==> src/rtl/uart_rx_if.sv <==
// uart_rx_if: groups the serial input line and the parallel byte/status
// outputs of the UART receiver.
// master: the receiver itself (takes rx_in, drives the byte and flags).
// slave:  the line driver / byte consumer side.
interface uart_rx_if;
  logic       rx_in;
  logic       receive;
  logic [7:0] dout;
  logic       framing_error;
  logic       parity_error;
  logic       busy;

  modport master (
    input  rx_in,
    output receive,
    output dout,
    output framing_error,
    output parity_error,
    output busy
  );

  modport slave (
    output rx_in,
    input  receive,
    input  dout,
    input  framing_error,
    input  parity_error,
    input  busy
  );
endinterface

==> src/rtl/uart_rx.sv <==
// uart_rx: 8-bit asynchronous serial receiver, 1 start bit, 8 data bits LSB
// first, 1 stop bit. Each bit is sampled at mid-bit using a bit-period timer
// derived from CLK_FREQUENCY / BAUD_RATE. A completed byte is presented on
// dout with a one-cycle receive strobe plus framing/parity flags, which hold
// until the next completed frame.
// Optional feature: define UART_RX_PARITY_EN to expect an even-parity bit
// between the last data bit and the stop bit. Without it the frame is 8N1
// and parity_error is tied to 0.
// BIT_TICKS must be at least 4; smaller values are not a legal configuration.
module uart_rx #(
  parameter int CLK_FREQUENCY = 100_000_000,
  parameter int BAUD_RATE     = 19_200
) (
  input  logic      clk,
  input  logic      reset,
  uart_rx_if.master bus
);

  localparam int BIT_TICKS  = CLK_FREQUENCY / BAUD_RATE;
  localparam int HALF_TICKS = BIT_TICKS / 32'sd2;
  localparam int TIMER_W    = $clog2(BIT_TICKS);

  // Timer compare points; only equality compares are used, so the timer
  // never needs to count past BIT_TICKS-1.
  localparam logic [TIMER_W-1:0] TIMER_BIT_END  = TIMER_W'(BIT_TICKS - 32'sd1);
  localparam logic [TIMER_W-1:0] TIMER_HALF_END = TIMER_W'(HALF_TICKS - 32'sd1);
  localparam logic [TIMER_W-1:0] TIMER_ZERO     = {TIMER_W{1'b0}};
  localparam logic [TIMER_W-1:0] TIMER_ONE      = TIMER_W'(1'b1);

`ifdef UART_RX_PARITY_EN
  typedef enum logic [2:0] {
    IDLE   = 3'd0,
    START  = 3'd1,
    DATA   = 3'd2,
    PARITY = 3'd3,
    STOP   = 3'd4
  } state_t;

  // Even parity of a data byte: 1 when the byte holds an odd number of ones.
  function automatic logic even_parity_f(input logic [7:0] data);
    return ^data;
  endfunction
`else
  typedef enum logic [2:0] {
    IDLE  = 3'd0,
    START = 3'd1,
    DATA  = 3'd2,
    STOP  = 3'd4
  } state_t;
`endif

  // Input conditioning
  logic               rx_meta_r;
  logic               rx_sync_r;
  logic               rx_prev_r;
  logic               start_edge_s;

  // FSM and datapath state
  state_t             state_r;
  state_t             state_s;
  logic [TIMER_W-1:0] timer_r;
  logic [TIMER_W-1:0] timer_s;
  logic [2:0]         bit_cnt_r;
  logic [2:0]         bit_cnt_s;
  logic [7:0]         shift_r;
  logic [7:0]         shift_s;
  logic               capture_s;

  // Registered outputs
  logic               receive_r;
  logic [7:0]         dout_r;
  logic               framing_error_r;
  logic               busy_r;

`ifdef UART_RX_PARITY_EN
  logic               parity_bit_r;
  logic               parity_bit_s;
  logic               parity_error_r;
`endif

  // Two-flop synchronizer for the asynchronous line plus a history flop for
  // falling-edge detection; all three idle high so reset never fakes a start.
  always_ff @(posedge clk) begin
    if (reset) begin
      rx_meta_r <= 1'b1;
      rx_sync_r <= 1'b1;
      rx_prev_r <= 1'b1;
    end else begin
      rx_meta_r <= bus.rx_in;
      rx_sync_r <= rx_meta_r;
      rx_prev_r <= rx_sync_r;
    end
  end

  // A start is a genuine high-to-low transition, so a line stuck low after a
  // broken frame cannot re-trigger until it has gone high again.
  assign start_edge_s = rx_prev_r & ~rx_sync_r;

  // FSM state, bit timer, bit counter and shift register.
  always_ff @(posedge clk) begin
    if (reset) begin
      state_r   <= IDLE;
      timer_r   <= TIMER_ZERO;
      bit_cnt_r <= 3'd0;
      shift_r   <= 8'h00;
`ifdef UART_RX_PARITY_EN
      parity_bit_r <= 1'b0;
`endif
    end else begin
      state_r   <= state_s;
      timer_r   <= timer_s;
      bit_cnt_r <= bit_cnt_s;
      shift_r   <= shift_s;
`ifdef UART_RX_PARITY_EN
      parity_bit_r <= parity_bit_s;
`endif
    end
  end

  // Next-state logic: sample mid-start-bit, then one sample per bit period;
  // the timer is cleared whenever a sample point is reached or the state
  // changes.
  always_comb begin
    state_s   = state_r;
    timer_s   = timer_r;
    bit_cnt_s = bit_cnt_r;
    shift_s   = shift_r;
    capture_s = 1'b0;
`ifdef UART_RX_PARITY_EN
    parity_bit_s = parity_bit_r;
`endif

    case (state_r)
      IDLE: begin
        timer_s = TIMER_ZERO;
        if (start_edge_s) begin
          state_s = START;
        end else begin
          state_s = IDLE;
        end
      end

      START: begin
        if (timer_r == TIMER_HALF_END) begin
          timer_s = TIMER_ZERO;
          if (rx_sync_r) begin
            // Line went back high before mid-start-bit: treat as a glitch.
            state_s = IDLE;
          end else begin
            state_s   = DATA;
            bit_cnt_s = 3'd0;
          end
        end else begin
          timer_s = timer_r + TIMER_ONE;
        end
      end

      DATA: begin
        if (timer_r == TIMER_BIT_END) begin
          timer_s   = TIMER_ZERO;
          shift_s   = {rx_sync_r, shift_r[7:1]};
          bit_cnt_s = bit_cnt_r + 3'd1;
          if (bit_cnt_r == 3'd7) begin
`ifdef UART_RX_PARITY_EN
            state_s = PARITY;
`else
            state_s = STOP;
`endif
          end else begin
            state_s = DATA;
          end
        end else begin
          timer_s = timer_r + TIMER_ONE;
        end
      end

`ifdef UART_RX_PARITY_EN
      PARITY: begin
        if (timer_r == TIMER_BIT_END) begin
          timer_s      = TIMER_ZERO;
          parity_bit_s = rx_sync_r;
          state_s      = STOP;
        end else begin
          timer_s = timer_r + TIMER_ONE;
        end
      end
`endif

      STOP: begin
        if (timer_r == TIMER_BIT_END) begin
          // Leaving in the middle of the stop bit lets the next start edge
          // be caught even when frames follow with no idle gap.
          timer_s   = TIMER_ZERO;
          capture_s = 1'b1;
          state_s   = IDLE;
        end else begin
          timer_s = timer_r + TIMER_ONE;
        end
      end

      default: begin
        state_s   = IDLE;
        timer_s   = TIMER_ZERO;
        bit_cnt_s = 3'd0;
      end
    endcase
  end

  // Output registers: the byte and flags update together with the one-cycle
  // strobe and otherwise hold; busy tracks the state being entered so it
  // equals "FSM not idle" cycle-for-cycle.
  always_ff @(posedge clk) begin
    if (reset) begin
      receive_r       <= 1'b0;
      dout_r          <= 8'h00;
      framing_error_r <= 1'b0;
      busy_r          <= 1'b0;
`ifdef UART_RX_PARITY_EN
      parity_error_r  <= 1'b0;
`endif
    end else begin
      receive_r <= capture_s;
      busy_r    <= (state_s != IDLE);
      if (capture_s) begin
        dout_r          <= shift_r;
        framing_error_r <= ~rx_sync_r;
`ifdef UART_RX_PARITY_EN
        parity_error_r  <= even_parity_f(shift_r) ^ parity_bit_r;
`endif
      end
    end
  end

  assign bus.receive       = receive_r;
  assign bus.dout          = dout_r;
  assign bus.framing_error = framing_error_r;
  assign bus.busy          = busy_r;
`ifdef UART_RX_PARITY_EN
  assign bus.parity_error  = parity_error_r;
`else
  assign bus.parity_error  = 1'b0;
`endif

endmodule

==> src/flat_wrapper.sv <==
// flat-port wrapper written by rule: the top's interface ports become plain ports
module uart_rx_flat 
#(
  parameter int CLK_FREQUENCY = 100_000_000,
  parameter int BAUD_RATE     = 19_200
)
  (clk, reset, bus_rx_in, bus_receive, bus_dout, bus_framing_error, bus_parity_error, bus_busy);
  uart_rx_if bus_i ();
  input  logic clk;
  input  logic reset;
  input wire logic [$bits(bus_i.rx_in)-1:0] bus_rx_in;
  output wire logic [$bits(bus_i.receive)-1:0] bus_receive;
  output wire logic [$bits(bus_i.dout)-1:0] bus_dout;
  output wire logic [$bits(bus_i.framing_error)-1:0] bus_framing_error;
  output wire logic [$bits(bus_i.parity_error)-1:0] bus_parity_error;
  output wire logic [$bits(bus_i.busy)-1:0] bus_busy;
  assign bus_i.rx_in = bus_rx_in;
  assign bus_receive = bus_i.receive;
  assign bus_dout = bus_i.dout;
  assign bus_framing_error = bus_i.framing_error;
  assign bus_parity_error = bus_i.parity_error;
  assign bus_busy = bus_i.busy;
  uart_rx #(.CLK_FREQUENCY(CLK_FREQUENCY), .BAUD_RATE(BAUD_RATE)) u_core (.clk(clk), .reset(reset), .bus(bus_i));
endmodule
==> config.mk <==
export PLATFORM = sky130hd
export DESIGN_NAME = uart_rx_flat
export DESIGN_NICKNAME = d
export VERILOG_FILES = /design/src/rtl/uart_rx_if.sv /design/src/rtl/uart_rx.sv /design/src/flat_wrapper.sv
export SDC_FILE = /design/constraint.sdc
export NUM_CORES = 1
export LEC_CHECK = 0
export ABC_AREA = 1
export ABC_CLOCK_PERIOD_IN_PS = 2800
export BUFFER_PORTS_ARGS = -buffer_cell sky130_fd_sc_hd__buf_2
export CAP_MARGIN = 20
export CORE_MARGIN = 2
export CORE_UTILIZATION = 34
export DETAILED_ROUTE_END_ITERATION = 8
export GPL_TIMING_DRIVEN = 1
export SYNTH_ARGS = -nofsm -noshare
export SYNTH_HDL_FRONTEND = slang
export SYNTH_SLANG_ARGS = --single-unit
export TNS_END_PERCENT = 50
==> constraint.sdc <==
create_clock -name clk -period 2.8 [get_ports clk]
set_input_delay 0.14 -clock clk [delete_from_list [all_inputs] [get_ports clk]]
set_output_delay 0.14 -clock clk [all_outputs]
set_load 0.01 [all_outputs]
==> key figures <==
Status
  • Status: finished clean

Route
  • DRC Markers: 0
  • Post-DRT Antenna Nets: 0
  • DRT iter0 DRCs: 79
  • Mean routed wirelength per cell: 10.4 µm
  • Routed WL: 3220 µm
  • Pre-Repair DR Iteration Count: 4
  • Vias: 1386
  • Vias per cell: 4.49

Finish
  • Commonest non-fill, non-tap cell in the layout: dfxtp_1
  • Ant. Diodes: 0
  • Layout cell share with drive strength beyond 1: 19.7%
  • Area delta synth->final: 12.4%
  • Cell Count, Final, Fillers Out: 309
  • Most frequent cells in the layout: dfxtp_1, nand2_1, nor2_1
  • Layout filler cell count: 531
  • Nets: 244

Logic synthesis
  • Synth Area in Compound Gates: 10.9%
  • Synth unique cells: 32
  • Mean post-synth cell area: 8.22 µm²
  • Synth warn: 0
  • #FFs+latches synth: 41
  • Post-Synth Simple-Gate Area: 29.4%
  • Synthesized cell area: 1840 µm²
  • Post-synth EDFFs: 0
  • Fraction of registers with async set/reset: 0%
  • Post-synthesis mux area share: 0%
  • Most common flop cell mapped by yosys: dfxtp_1
  • Largest family of logic cells by synthesized area: simple AND/OR/NAND/NOR gates
  • Cells after Synth: 224
  • Post-Synth XOR/XNOR Area: 3.33%
  • Synth Area in Adders: 2.04%
  • Seq/Total Area, Yosys: 44.6%
  • Syn_nets: 230

Die
  • Die width: 77.6 µm
  • FP Rows: 26
  • Top Ports: 15
  • Initial Utilization: 35.6%
  • Die area: 6020 µm²
  • Die Y-Extent: 77.6 µm
  • Core area: 5170 µm²

Pwr
  • Int Pwr: 0.950 mW
  • Net Switching: 0.239 mW
  • Lkg Pwr: 0.894 nW
  • Maximum vdd drop: 288 µV
  • Sw frac: 20.1%
  • Gate power share: 1.7%
  • Cell area power density: 574 nW/µm²
  • Reg power frac: 49.4%
  • Clock Power Share: 48.9%

Placement
  • DP HPWL: 2340 µm
  • Placed cells: 301
  • Port Buffers: 13
  • Dpl ws: 1080 ps
  • Placer Congestion: 0.798

STA
  • Final setup TNS: 0 ps
  • RSZ-0062 raised after global routing: false
  • Period utilisation layout: 61.9%
  • # setup viols final: 0
  • Slew Viols, Final: 0
  • Fmax: 577 MHz
  • Final hold vios: 0
  • Fin crit period: 1730 ps
  • Clk_skew: 5.51 ps
  • Setup ws final: 1070 ps

Clock network
  • Num CTS Buffers: 5
  • Post-CTS Setup Repair Bufs: 0
  • Root buffer cell: clkbuf_8
  • Clk_lat worst skew: 300 ps
  • CTS max path bufs: 2
  • CTS tree: yes
  • Clock-pin slew on the worst setup and hold paths: 90 ps
  • # clock sinks: 41
  • Clock H-tree levels: 2
  • Post-CTS resize count: 0
  • CTS Hold Bufs: 0

Global routing
  • Largest net degree at the start of global routing: 22
  • Initial antenna violation count: 0
  • Number of global-route vias before repair: 1294
  • GRT Resource Usage Total: 11.9%
  • GRT Residual Overflow: 0
  • First-pass GRT wire length: 5750 µm

Hold path
  • Hold WC Path Type: primary input to flip-flop

Worst setup path
  • CP max FO: 12
  • Crit path DAT: 1910 ps
  • Crit path kind: flip-flop to flip-flop
  • CP endpoint kind: flip-flop
  • Startpoint type of the worst setup path: flip-flop
  • Req. time, crit path: 2980 ps

Job
  • Max Cap Viol: 0
==> synth_stat cells, types with 3 or more instances <==
master	instances	share of area [%]
nor2_1	33	6.7
nand4_1	3	1.0
nand2_1	37	7.5
a21oi_1	5	1.4
o21ai_1	4	1.1
inv_2	3	0.61
ha_1	3	2.0
dfxtp_1	41	45
nor3_1	4	1.1
nand2_2	3	1.0
inv_1	27	5.5
a211oi_2	3	2.0
a211oi_1	11	4.5
nand3_1	11	3.0
xor2_1	7	3.3
nor2_2	5	1.7
==> kinds of logic (layout without fill, tap and decap cells) <==
logic type      count (synthesis)  count (layout)
fa+ha+maj                       3               3
compound gates                 28              28
other cells                     1               1
flops                          41              41
buf+inv                        36              51
simple gates                  108             108
xor+xnor                        7               7
==> final timing paths <==
| kind | start | to | slack, ps | cells after the start |
|---|---|---|---|---|
| worst max register to register | u_core.timer_r[0] | u_core.timer_r[12] | 1070 | 8 |
| worst min-delay path | bus_rx_in | u_core.rx_meta_r | 20 | 2 |
| worst max-delay path | u_core.timer_r[0] | u_core.timer_r[12] | 1070 | 8 |
| worst min register to register | u_core.rx_meta_r | u_core.rx_sync_r | 430 | 1 |
==> power groups by stage <==
stage / clock network [mW] / logic, mW / registers, mW
after global placement: 0 / 0.0200 / 0.601
after global routing: 0.616 / 0.0229 / 0.588
after detailed placement: 0 / 0.0201 / 0.601
final: 0.582 / 0.0200 / 0.587
after CTS: 0.599 / 0.0202 / 0.587
after floorplan: 0 / 0.0153 / 0.601
==> registers in the layout, summed over array words and instances, names as in the netlist <==
register                  flops
u_core.state_r                3
u_core.bus.dout               8
u_core.rx_meta_r              1
u_core.bus.framing_error      1
u_core.timer_r               13
u_core.bit_cnt_r              3
u_core.shift_r                8
u_core.rx_sync_r              1
u_core.bus.busy               1
u_core.rx_prev_r              1
u_core.bus.receive            1
==> layer usage <==
metal  part of all wire (%)  vias to the layer above  track usage, %  wire [µm]
met5                      0                        -               0          0
met3                    3.6                        7            3.26        115
met1                     50                      616            15.2       1610
li1                       -                      742               -          -
met4                    1.8                        0            4.82         59
met2                     45                       21            18.9       1430
==> through the flow <==
stage	utilization [%]	area, µm²	hold WS, ps	power (mW)
global route	40.0	2070	16.5	1.23
detailed placement	37.3	1930	327	0.621
finish	40.0	2070	17.6	1.19
floorplan	-	1840	244	0.616
global placement	37.3	1930	329	0.621
CTS	40.0	2070	12.4	1.21
==> layout make-up <==
type	instances	area (µm²)	share of cell area (%)
timing repair buffer	13	65.1	3.14
clock buffer	5	68.8	3.33
clock inverter	3	68.8	3.33
inverter	30	113	5.44
sequential	41	821	39.7
tap	70	87.6	4.23
multi-input combinational	147	846	40.9
==> worst max-delay path, stage by stage, from the launching register on <==
cell,delay [ps]
dfxtp_1,370
ha_1,230
nand2_1,90
nor2_2,170
nand3_4,170
nand2_1,90
nand2_1,70
nand2_1,330
nor2_1,90
No activity file was read; power rests on OpenSTA's default activity.
